### src/rtl/layer_pkg.sv
// rtl/layer_pkg.sv - shared state encoding and width helpers for layer_serializer
package layer_pkg;

  typedef enum logic {
    ST_IDLE = 1'b0,
    ST_SEND = 1'b1
  } ser_state_t;

  // Element counter width; never collapses to zero bits.
  function automatic int cnt_width(input int n);
    return (n > 1) ? $clog2(n) : 1;
  endfunction

endpackage

### src/rtl/argmax_tracker.sv
// rtl/argmax_tracker.sv - running signed argmax over one serialized frame
module argmax_tracker
  import layer_pkg::*;
#(
  parameter int NN = 4,
  parameter int W  = 16
)(
  input  logic                      clk,
  input  logic                      rst,
  input  logic                      i_valid,
  input  logic signed [W-1:0]       i_data,
  input  logic [cnt_width(NN)-1:0]  i_idx,
  input  logic                      i_last,
  output logic [cnt_width(NN)-1:0]  o_max_idx,
  output logic                      o_max_valid
);

  localparam int CW = cnt_width(NN);

  logic signed [W-1:0] r_best;
  logic [CW-1:0]       r_best_idx;
  logic [CW-1:0]       r_max_idx;
  logic                r_max_valid;
  logic                w_take;
  logic [CW-1:0]       w_best_idx;

  // Strict greater-than keeps the lowest index on ties; index 0 restarts the search.
  assign w_take     = (i_idx == '0) || (i_data > r_best);
  assign w_best_idx = w_take ? i_idx : r_best_idx;

  always_ff @(posedge clk or negedge rst) begin
    if (!rst) begin
      r_best      <= '0;
      r_best_idx  <= '0;
      r_max_idx   <= '0;
      r_max_valid <= 1'b0;
    end else begin
      r_max_valid <= 1'b0;
      if (i_valid) begin
        if (w_take) begin
          r_best     <= i_data;
          r_best_idx <= i_idx;
        end
        if (i_last) begin
          r_max_idx   <= w_best_idx;
          r_max_valid <= 1'b1;
        end
      end
    end
  end

  assign o_max_idx   = r_max_idx;
  assign o_max_valid = r_max_valid;

endmodule

### src/rtl/layer_serializer.sv
// rtl/layer_serializer.sv - parallel neuron outputs to serial stream; LAYER_SER_ARGMAX_EN adds argmax
module layer_serializer
  import layer_pkg::*;
#(
  parameter int NN        = 4,
  parameter int dataWidth = 16
)(
  input  logic                      clk,
  input  logic                      rst,
  input  logic [NN-1:0]             i_valid,
  input  logic [NN*dataWidth-1:0]   i_data,
  output logic                      o_valid,
  output logic [dataWidth-1:0]      o_data,
  output logic                      o_last,
  output logic                      o_busy,
  output logic                      o_overrun
`ifdef LAYER_SER_ARGMAX_EN
  ,
  output logic [cnt_width(NN)-1:0]  o_max_idx,
  output logic                      o_max_valid
`endif
);

  localparam int            CW       = cnt_width(NN);
  localparam logic [CW-1:0] LAST_IDX = CW'(NN - 1);

  ser_state_t           r_state;
  logic [CW-1:0]        r_cnt;
  logic [dataWidth-1:0] r_buf [NN];
  logic                 r_valid;
  logic [dataWidth-1:0] r_data;
  logic                 r_last;
  logic                 r_busy;
  logic                 r_overrun;

  logic                 w_at_last;
  logic                 w_capture;
  logic                 w_drop;
  logic [CW-1:0]        w_cnt_nxt;
  logic                 w_unused_valid;

  // Only lane 0 qualifies a frame; the remaining valid bits carry no meaning here.
  assign w_unused_valid = ^i_valid[NN-1:1];

  assign w_at_last = (r_state == ST_SEND) && (r_cnt == LAST_IDX);
  assign w_capture = i_valid[0] && ((r_state == ST_IDLE) || w_at_last);
  assign w_drop    = i_valid[0] && (r_state == ST_SEND) && !w_at_last;
  assign w_cnt_nxt = r_cnt + 1'b1;

  always_ff @(posedge clk or negedge rst) begin
    if (!rst) begin
      r_state   <= ST_IDLE;
      r_cnt     <= '0;
      r_valid   <= 1'b0;
      r_data    <= '0;
      r_last    <= 1'b0;
      r_busy    <= 1'b0;
      r_overrun <= 1'b0;
      for (int k = 0; k < NN; k++) r_buf[k] <= '0;
    end else begin
      if (w_drop) r_overrun <= 1'b1;
      if (w_capture) begin
        for (int k = 0; k < NN; k++) r_buf[k] <= i_data[k*dataWidth +: dataWidth];
        r_state <= ST_SEND;
        r_cnt   <= '0;
        r_valid <= 1'b1;
        r_data  <= i_data[0 +: dataWidth];
        r_last  <= 1'b0;
        r_busy  <= 1'b1;
      end else if (r_state == ST_SEND) begin
        if (w_at_last) begin
          // r_data is left alone so the last element stays visible while idle.
          r_state <= ST_IDLE;
          r_cnt   <= '0;
          r_valid <= 1'b0;
          r_last  <= 1'b0;
          r_busy  <= 1'b0;
        end else begin
          r_cnt  <= w_cnt_nxt;
          r_data <= r_buf[w_cnt_nxt];
          r_last <= (w_cnt_nxt == LAST_IDX);
        end
      end
    end
  end

  assign o_valid   = r_valid;
  assign o_data    = r_data;
  assign o_last    = r_last;
  assign o_busy    = r_busy;
  assign o_overrun = r_overrun;

`ifdef LAYER_SER_ARGMAX_EN
  argmax_tracker #(
    .NN (NN),
    .W  (dataWidth)
  ) u_argmax (
    .clk         (clk),
    .rst         (rst),
    .i_valid     (r_valid),
    .i_data      (r_data),
    .i_idx       (r_cnt),
    .i_last      (r_last),
    .o_max_idx   (o_max_idx),
    .o_max_valid (o_max_valid)
  );
`endif

endmodule

### config.mk
export PLATFORM = sky130hd
export DESIGN_NAME = layer_serializer
export DESIGN_NICKNAME = d
export VERILOG_FILES = /design/src/rtl/layer_pkg.sv /design/src/rtl/argmax_tracker.sv /design/src/rtl/layer_serializer.sv
export SDC_FILE = /design/constraint.sdc
export NUM_CORES = 1
export LEC_CHECK = 0
export CORE_MARGIN = 2
export CORE_UTILIZATION = 40
export DETAILED_ROUTE_END_ITERATION = 12
export GPL_ROUTABILITY_DRIVEN = 0
export GPL_TIMING_DRIVEN = 0
export PLACE_DENSITY_LB_ADDON = 0.05
export SETUP_SLACK_MARGIN = 0.2
export SYNTH_ARGS = -nofsm -noshare
export SYNTH_HDL_FRONTEND = slang
export SYNTH_SLANG_ARGS = --single-unit
### constraint.sdc
create_clock -name clk -period 2.2 [get_ports clk]
set_input_delay 0.33 -clock clk [delete_from_list [all_inputs] [get_ports clk]]
set_output_delay 0.33 -clock clk [all_outputs]
set_load 0.03 [all_outputs]
==> reports/results.tsv, run 1 <==
metric	value	unit
rows	36	
h-tree-depth	3	
power_density	1580	nW/um2
track_usage	19.0	%
drv_cap	0	
crit_required	2.42	ns
crit_fanout	5	
postRouteAntennaNets	0	
period_needed	2.02	ns
grt_pass1_wl	14700	um
final_hold_viol_count	0	
wl_per_cell	18.5	um
port_buffers	86	
rsz0062_at_grt	yes	
pre_cts_slack	-0.0655	ns
final_util	55.9	%
synth.top_cell.area_share	55.1	%
drc	0	
status	complete, no violations	
vias	2583	
ios	90	
placed_cells	487	
start_util	40.5	%
worst_clock_skew	0.0100	ns
grt_antenna_before_repair	0	
ys_types	24	
area_delta_synth_final	38.0	%
endpoint_kind	flip-flop	
dr.pass1.iters	4	
antennaDiodeCount	0	
tns	0	ns
dieArea	10600	um2
fmax	496	MHz
tightest_slew	0.470	ns
worst_slack	0.182	ns
setup_violations	0	
syn_area	3910	um2
worst-setup-path-type	flip-flop to flip-flop	
wl_met3	368	um
routed_wl	9490	um
top_layer_used	met4	
syn_nets	339	
clock_path_buffers	2	
fp.coreArea	9640	um2
finalNonFillerCells	513	
vias_per_cell	5.04	
fp.dieH	103	um
path_clk_slew	0.09	ns
ir_drop	0.600	mV
dieWidth	103	um
worstSkewPairLatency	0.35	ns
drv_slew	0	
critPathArrivalTime	2.24	ns
ys_seq_elements	86	
yosysSeqAreaShare	55.1	%
gr-total-overflow	0	
max_slew_margin	68.7	%
yosys-top-cells-area	dfrtp_1 55%, mux2_2 26%, mux2i_1 4.1%, o22ai_2 2.9%, buf_4 2.3%	
wl_met2	4550	um
nNetsFinal	447	
syn_inst	267	
cts_tree	done	
cts.sink_count	86	
met1_length	4460	um
hold_class	flip-flop to flip-flop	
p_total	0.00853	W
drive_above_1_share	41.3	%
cts_made_buffers	9	
post-route-period-util	91.7	%
leakagePower	2.24	nW
synth.avg_cell_area	14.6	um2
grt_max_degree	54	
root_buffer	clkbuf_8	
drt_first_iter_violations	79	
first_global_vias	2744	
post-dp-hpwl	6280	um
ys_warn_count	0	
synth_top_cell_by_area	dfrtp_1	
critPathLaunchType	flip-flop	
## synthesized netlist by cell type (all sizes together)
master,count
clkbuf,1
a21o,1
buf,20
mux4,3
nor2,2
o21ai,4
nand2,8
or3b,1
mux2,90
o22ai,13
a32o,1
a31oi,14
mux2i,16
nand2b,3
dfrtp,86
inv,1
nor2b,1
ha,2
## stage by stage
step | hold slack [ns] | area (um2)
2_1_floorplan | 0.0344 | 3940
3_3_place_gp | 0.443 | 4970
3_5_place_dp | 0.325 | 4990
4_1_cts | 0.474 | 5340
5_1_grt | 0.490 | 5390
6_report | 0.466 | 5390
## layout by cell type, fill, tap and decap left out, drive strengths merged, types with 4 or more instances in the layout
cell type and count:
a31oi 14, buf 31, clkbuf 12, clkdlybuf4s50 85, dfrtp 86, mux2 90, mux2i 16, nand2 8
o21ai 4, o22ai 13
## logic make-up after synthesis
kind of cell,Yosys count,share of synthesized area [%]
adder cells (fa/ha/maj),2,0.640
AO/OA/AOI/OAI,33,6.72
AND/OR/NAND/NOR,15,1.95
flip-flops,86,55.1
buffers and inverters,22,3.84
multiplexers,109,31.8
## where the power goes
part,leakage (nW),internal (W),switching (W)
clock,0.0976,0.000585,0.000571
combinational,1.14,0.00251,0.00204
sequential,1.01,0.00241,0.000413
## registers in the layout, summed over array words and instances, names as in the netlist
name	flops
r_state	1
r_buf	64
o_data	16
o_busy	1
o_overrun	1
r_cnt	2
o_last	1
## worst max-delay path: stages, from the launching register on
cell and delay, ns:
dfrtp_1 0.41, buf_6 0.13, buf_12 0.12, buf_12 0.12, clkinv_4 0.04, ha_4 0.18, buf_8 0.11, or3b_1 0.35
buf_6 0.15, buf_12 0.14, o22ai_2 0.08, a31oi_1 0.05
## cell type report
| type | instances | area, um2 |
|---|---|---|
| fill | 871 | 4250 |
| sequential | 86 | 2150 |
| multi-input combinational | 159 | 1660 |
| timing repair buffer | 97 | 995 |
| buffer | 21 | 199 |
| tap | 133 | 166 |
| clock buffer | 11 | 151 |
| clock inverter | 5 | 57.6 |
| inverter | 1 | 8.76 |
## layer usage
metal | vias to the layer above | track usage [%]
li1 | 1190 | -
met1 | 1325 | 25.8
met2 | 58 | 31.4
met3 | 10 | 2.98
met4 | 0 | 6.07
met5 | - | 0
## repair_timing
item                       4_1_cts  5_1_grt
hold buffers                     1        0
gates resized for setup         10       12
setup buffers                    8        0
cloned                           1        0
hold endpoints to repair        33        0
setup endpoints to repair       14       74
pin swaps                        4        5
## final timing paths
kind                                       startpoint               endpoint  cells past startpoint  slack, ns
worst max-delay path             r_cnt[0]$_DFFE_PN0P_  o_data[3]$_DFFE_PN0P_                     11       0.18
worst min-delay path            o_overrun$_DFFE_PN0P_  o_overrun$_DFFE_PN0P_                      1       0.47
min in group asynchronous                         rst  r_buf[32]$_DFFE_PN0P_                      2       0.48
max in group asynchronous                         rst  r_buf[52]$_DFFE_PN0P_                      3       1.10
worst max register to register   r_cnt[0]$_DFFE_PN0P_  o_data[3]$_DFFE_PN0P_                     11       0.18
worst min register to register  o_overrun$_DFFE_PN0P_  o_overrun$_DFFE_PN0P_                      1       0.47
Note: power is estimated with default switching activity, not from simulation.
==> inputs of run 2 (changes only) <==
--- a/config.mk
+++ b/config.mk
@@ -10,7 +10,7 @@
 export DETAILED_ROUTE_END_ITERATION = 12
 export GPL_ROUTABILITY_DRIVEN = 0
 export GPL_TIMING_DRIVEN = 0
-export PLACE_DENSITY_LB_ADDON = 0.05
+export PLACE_DENSITY_LB_ADDON = 0.12
 export SETUP_SLACK_MARGIN = 0.2
 export SYNTH_ARGS = -nofsm -noshare
 export SYNTH_HDL_FRONTEND = slang
==> run 2 against run 1 <==
Global-route usage down 0.54 points. Register-to-register slack better by 0.03 ns. Critical path depth unchanged.
==> reports/results.tsv, run 2 (synthesized netlist as in run 1, its figures left out) <==
metric	value	unit	change
status	complete, no violations		unchanged
cp_top_family	buffers and inverters		unchanged
placed_cells	487		unchanged
r2r_cells	11		unchanged
crit_fanout	5		unchanged
rr_startpoint	r_cnt[0]$_DFFE_PN0P_		unchanged
track_usage	18.4	%	was 19.0%
path_clk_slew	0.08	ns	was 0.09 ns
cp-endpoint	o_data[4]$_DFFE_PN0P_		was o_data[3]$_DFFE_PN0P_
hold_class	flip-flop to flip-flop		unchanged
port_buffers	86		unchanged
cts.sink_count	86		unchanged
dieArea	10600	um2	unchanged
fp.dieH	103	um	unchanged
startpoint	r_cnt[0]$_DFFE_PN0P_		unchanged
dieWidth	103	um	unchanged
top_register	r_buf		unchanged
postRouteAntennaNets	0		unchanged
ios	90		unchanged
post-route-period-util	90.2	%	was 91.7%
worst_clock_skew	0.00943	ns	was 0.0100 ns
gr-total-overflow	0		unchanged
area_delta_synth_final	37.3	%	was 38.0%
vias	2543		was 2,583
root_buffer	clkbuf_8		unchanged
critPathLaunchType	flip-flop		unchanged
grt_pass1_wl	14300	um	was 14,700 um
reg2reg_setup_slack	0.22	ns	was 0.18 ns
dr.pass1.iters	4		unchanged
vias_per_cell	4.95		was 5.04
drv_slew	0		unchanged
fin_area	5370	um2	was 5390 um2
setup_violations	0		unchanged
drv_cap	0		unchanged
rsz0062_at_grt	yes		unchanged
cp.depth	11		unchanged
grt_max_degree	48		was 54
layout_common_cells	89 x mux2_2, 86 x dfrtp_1, 85 x clkdlybuf4s50_1, 16 x buf_4, 16 x mux2i_1		was 89 x mux2_2, 86 x dfrtp_1, 85 x clkdlybuf4s50_1, 16 x mux2i_1
final_common_cell	mux2_2		unchanged
post-dp-hpwl	6350	um	was 6280 um
grt_antenna_before_repair	0		unchanged
tightest_slew	0.555	ns	was 0.470 ns
crit_required	2.42	ns	about the same
drt_first_iter_violations	77		was 79
drive_above_1_share	41.5	%	was 41.3%
drc	0		unchanged
start_util	40.5	%	unchanged
placed_area	4990	um2	unchanged
final_hold_viol_count	0		unchanged
power_density	1570	nW/um2	was 1580 nW/um2
antennaDiodeCount	0		unchanged
crit_path_top_delay_cell	dfrtp_1		unchanged
hold_ws	0.462	ns	was 0.466 ns
final_util	55.7	%	was 55.9%
largest_reg_flops	64		unchanged
cpPeakStageDelay	0.40	ns	was 0.41 ns
h-tree-depth	3		unchanged
first_global_vias	2610		was 2,744
ir_drop	0.591	mV	was 0.600 mV
worstPathBufferInverterCount	7		unchanged
fmax	504	MHz	was 496 MHz
period_needed	1.98	ns	was 2.02 ns
cts_made_buffers	9		unchanged
worstSkewPairLatency	0.36	ns	was 0.35 ns
reg2reg_to	o_data[4]$_DFFE_PN0P_		was o_data[3]$_DFFE_PN0P_
wl_per_cell	17.9	um	was 18.5 um
endpoint_kind	flip-flop		unchanged
worst-setup-path-type	flip-flop to flip-flop		unchanged
fp.coreArea	9640	um2	unchanged
finalNonFillerCells	514		was 513
cts_tree	done		unchanged
nNetsFinal	448		was 447
rows	36		unchanged
clock_path_buffers	2		unchanged
leakagePower	2.24	nW	about the same
critPathArrivalTime	2.20	ns	was 2.24 ns
routed_wl	9220	um	was 9490 um
max_slew_margin	63.0	%	was 68.7%
cp_cell_sequence	buf_6, buf_12, buf_12, clkinv_4, ha_4, buf_6, or3b_4, buf_6, buf_12, o22ai_2, a31oi_1		was buf_6, buf_12, buf_12, clkinv_4, ha_4, buf_8, or3b_1, buf_6, buf_12, o22ai_2, a31oi_1
## run 2: cell count changes in the layout (fill, tap and decap cells not counted), sizes merged
cell	before	now
clkinvlp	3	1
clkinv	2	4
buf	31	32
## run 2: routing by layer
layer | share of wire [%] | up-vias | global-route usage [%]
li1 | - | 1202 | -
met1 | 46 | 1278 | 25.0
met2 | 49 | 53 | 30.2
met3 | 4.0 | 10 | 3.59
met4 | 1.2 | 0 | 5.47
met5 | 0 | - | 0
## run 2: area by class of cell
cell class | instances | area, um2
Sequential cell | 86 | 2150
Timing Repair Buffer | 98 | 995
Multi-Input combinational cell | 159 | 1650
Fill cell | 876 | 4270
Tap cell | 133 | 166
Clock buffer | 11 | 131
Buffer | 21 | 199
Inverter | 1 | 8.76
Clock inverter | 5 | 60.1
## run 2: worst register-to-register path, stage by stage (launching register included)
cell      delay (ns)
dfrtp_1         0.40
buf_6           0.13
buf_12          0.11
buf_12          0.11
clkinv_4        0.04
ha_4            0.18
buf_6           0.11
or3b_4          0.36
buf_6           0.15
buf_12          0.14
o22ai_2         0.08
a31oi_1         0.06
## run 2: per-stage QoR
stage / setup slack (ns) / total power, W / TNS [ns]
5_1_grt: 0.154 / 0.00893 / 0
2_1_floorplan: 0.168 / 0.00562 / 0
3_3_place_gp: -2.47 / 0.00675 / -212.07
4_1_cts: 0.175 / 0.00838 / 0
3_5_place_dp: -0.0429 / 0.00684 / -0.233
6_report: 0.216 / 0.00840 / 0
## run 2: worst min-delay path by stage
| stage | start | end | cells after the start |
|---|---|---|---|
| 2_1_floorplan | rst | o_busy$_DFFE_PN0P_ | 0 |
| 3_3_place_gp | o_overrun$_DFFE_PN0P_ | o_overrun$_DFFE_PN0P_ | 1 |
| 3_5_place_dp | rst | r_buf[15]$_DFFE_PN0P_ | 1 |
| 4_1_cts | o_overrun$_DFFE_PN0P_ | o_overrun$_DFFE_PN0P_ | 1 |
| 5_1_grt | r_buf[38]$_DFFE_PN0P_ | r_buf[38]$_DFFE_PN0P_ | 1 |
| 6_report | o_overrun$_DFFE_PN0P_ | o_overrun$_DFFE_PN0P_ | 1 |
## run 2: repair_timing
| action | in CTS | in global routing |
|---|---|---|
| resized for setup | 10 | 10 |
| pin swaps | 3 | 2 |
| endpoints found under the hold margin | 39 | 0 |
| endpoints found under the setup margin | 14 | 28 |
| hold buffers | 1 | 0 |
| gates cloned | 1 | 0 |
| setup buffers | 8 | 1 |
## run 2: power breakdown
| group | internal (W) | switching [W] |
|---|---|---|
| Sequential | 0.00241 | 0.000413 |
| Combinational | 0.00249 | 0.00198 |
| Clock | 0.000528 | 0.000573 |
| Total | 0.00543 | 0.00297 |
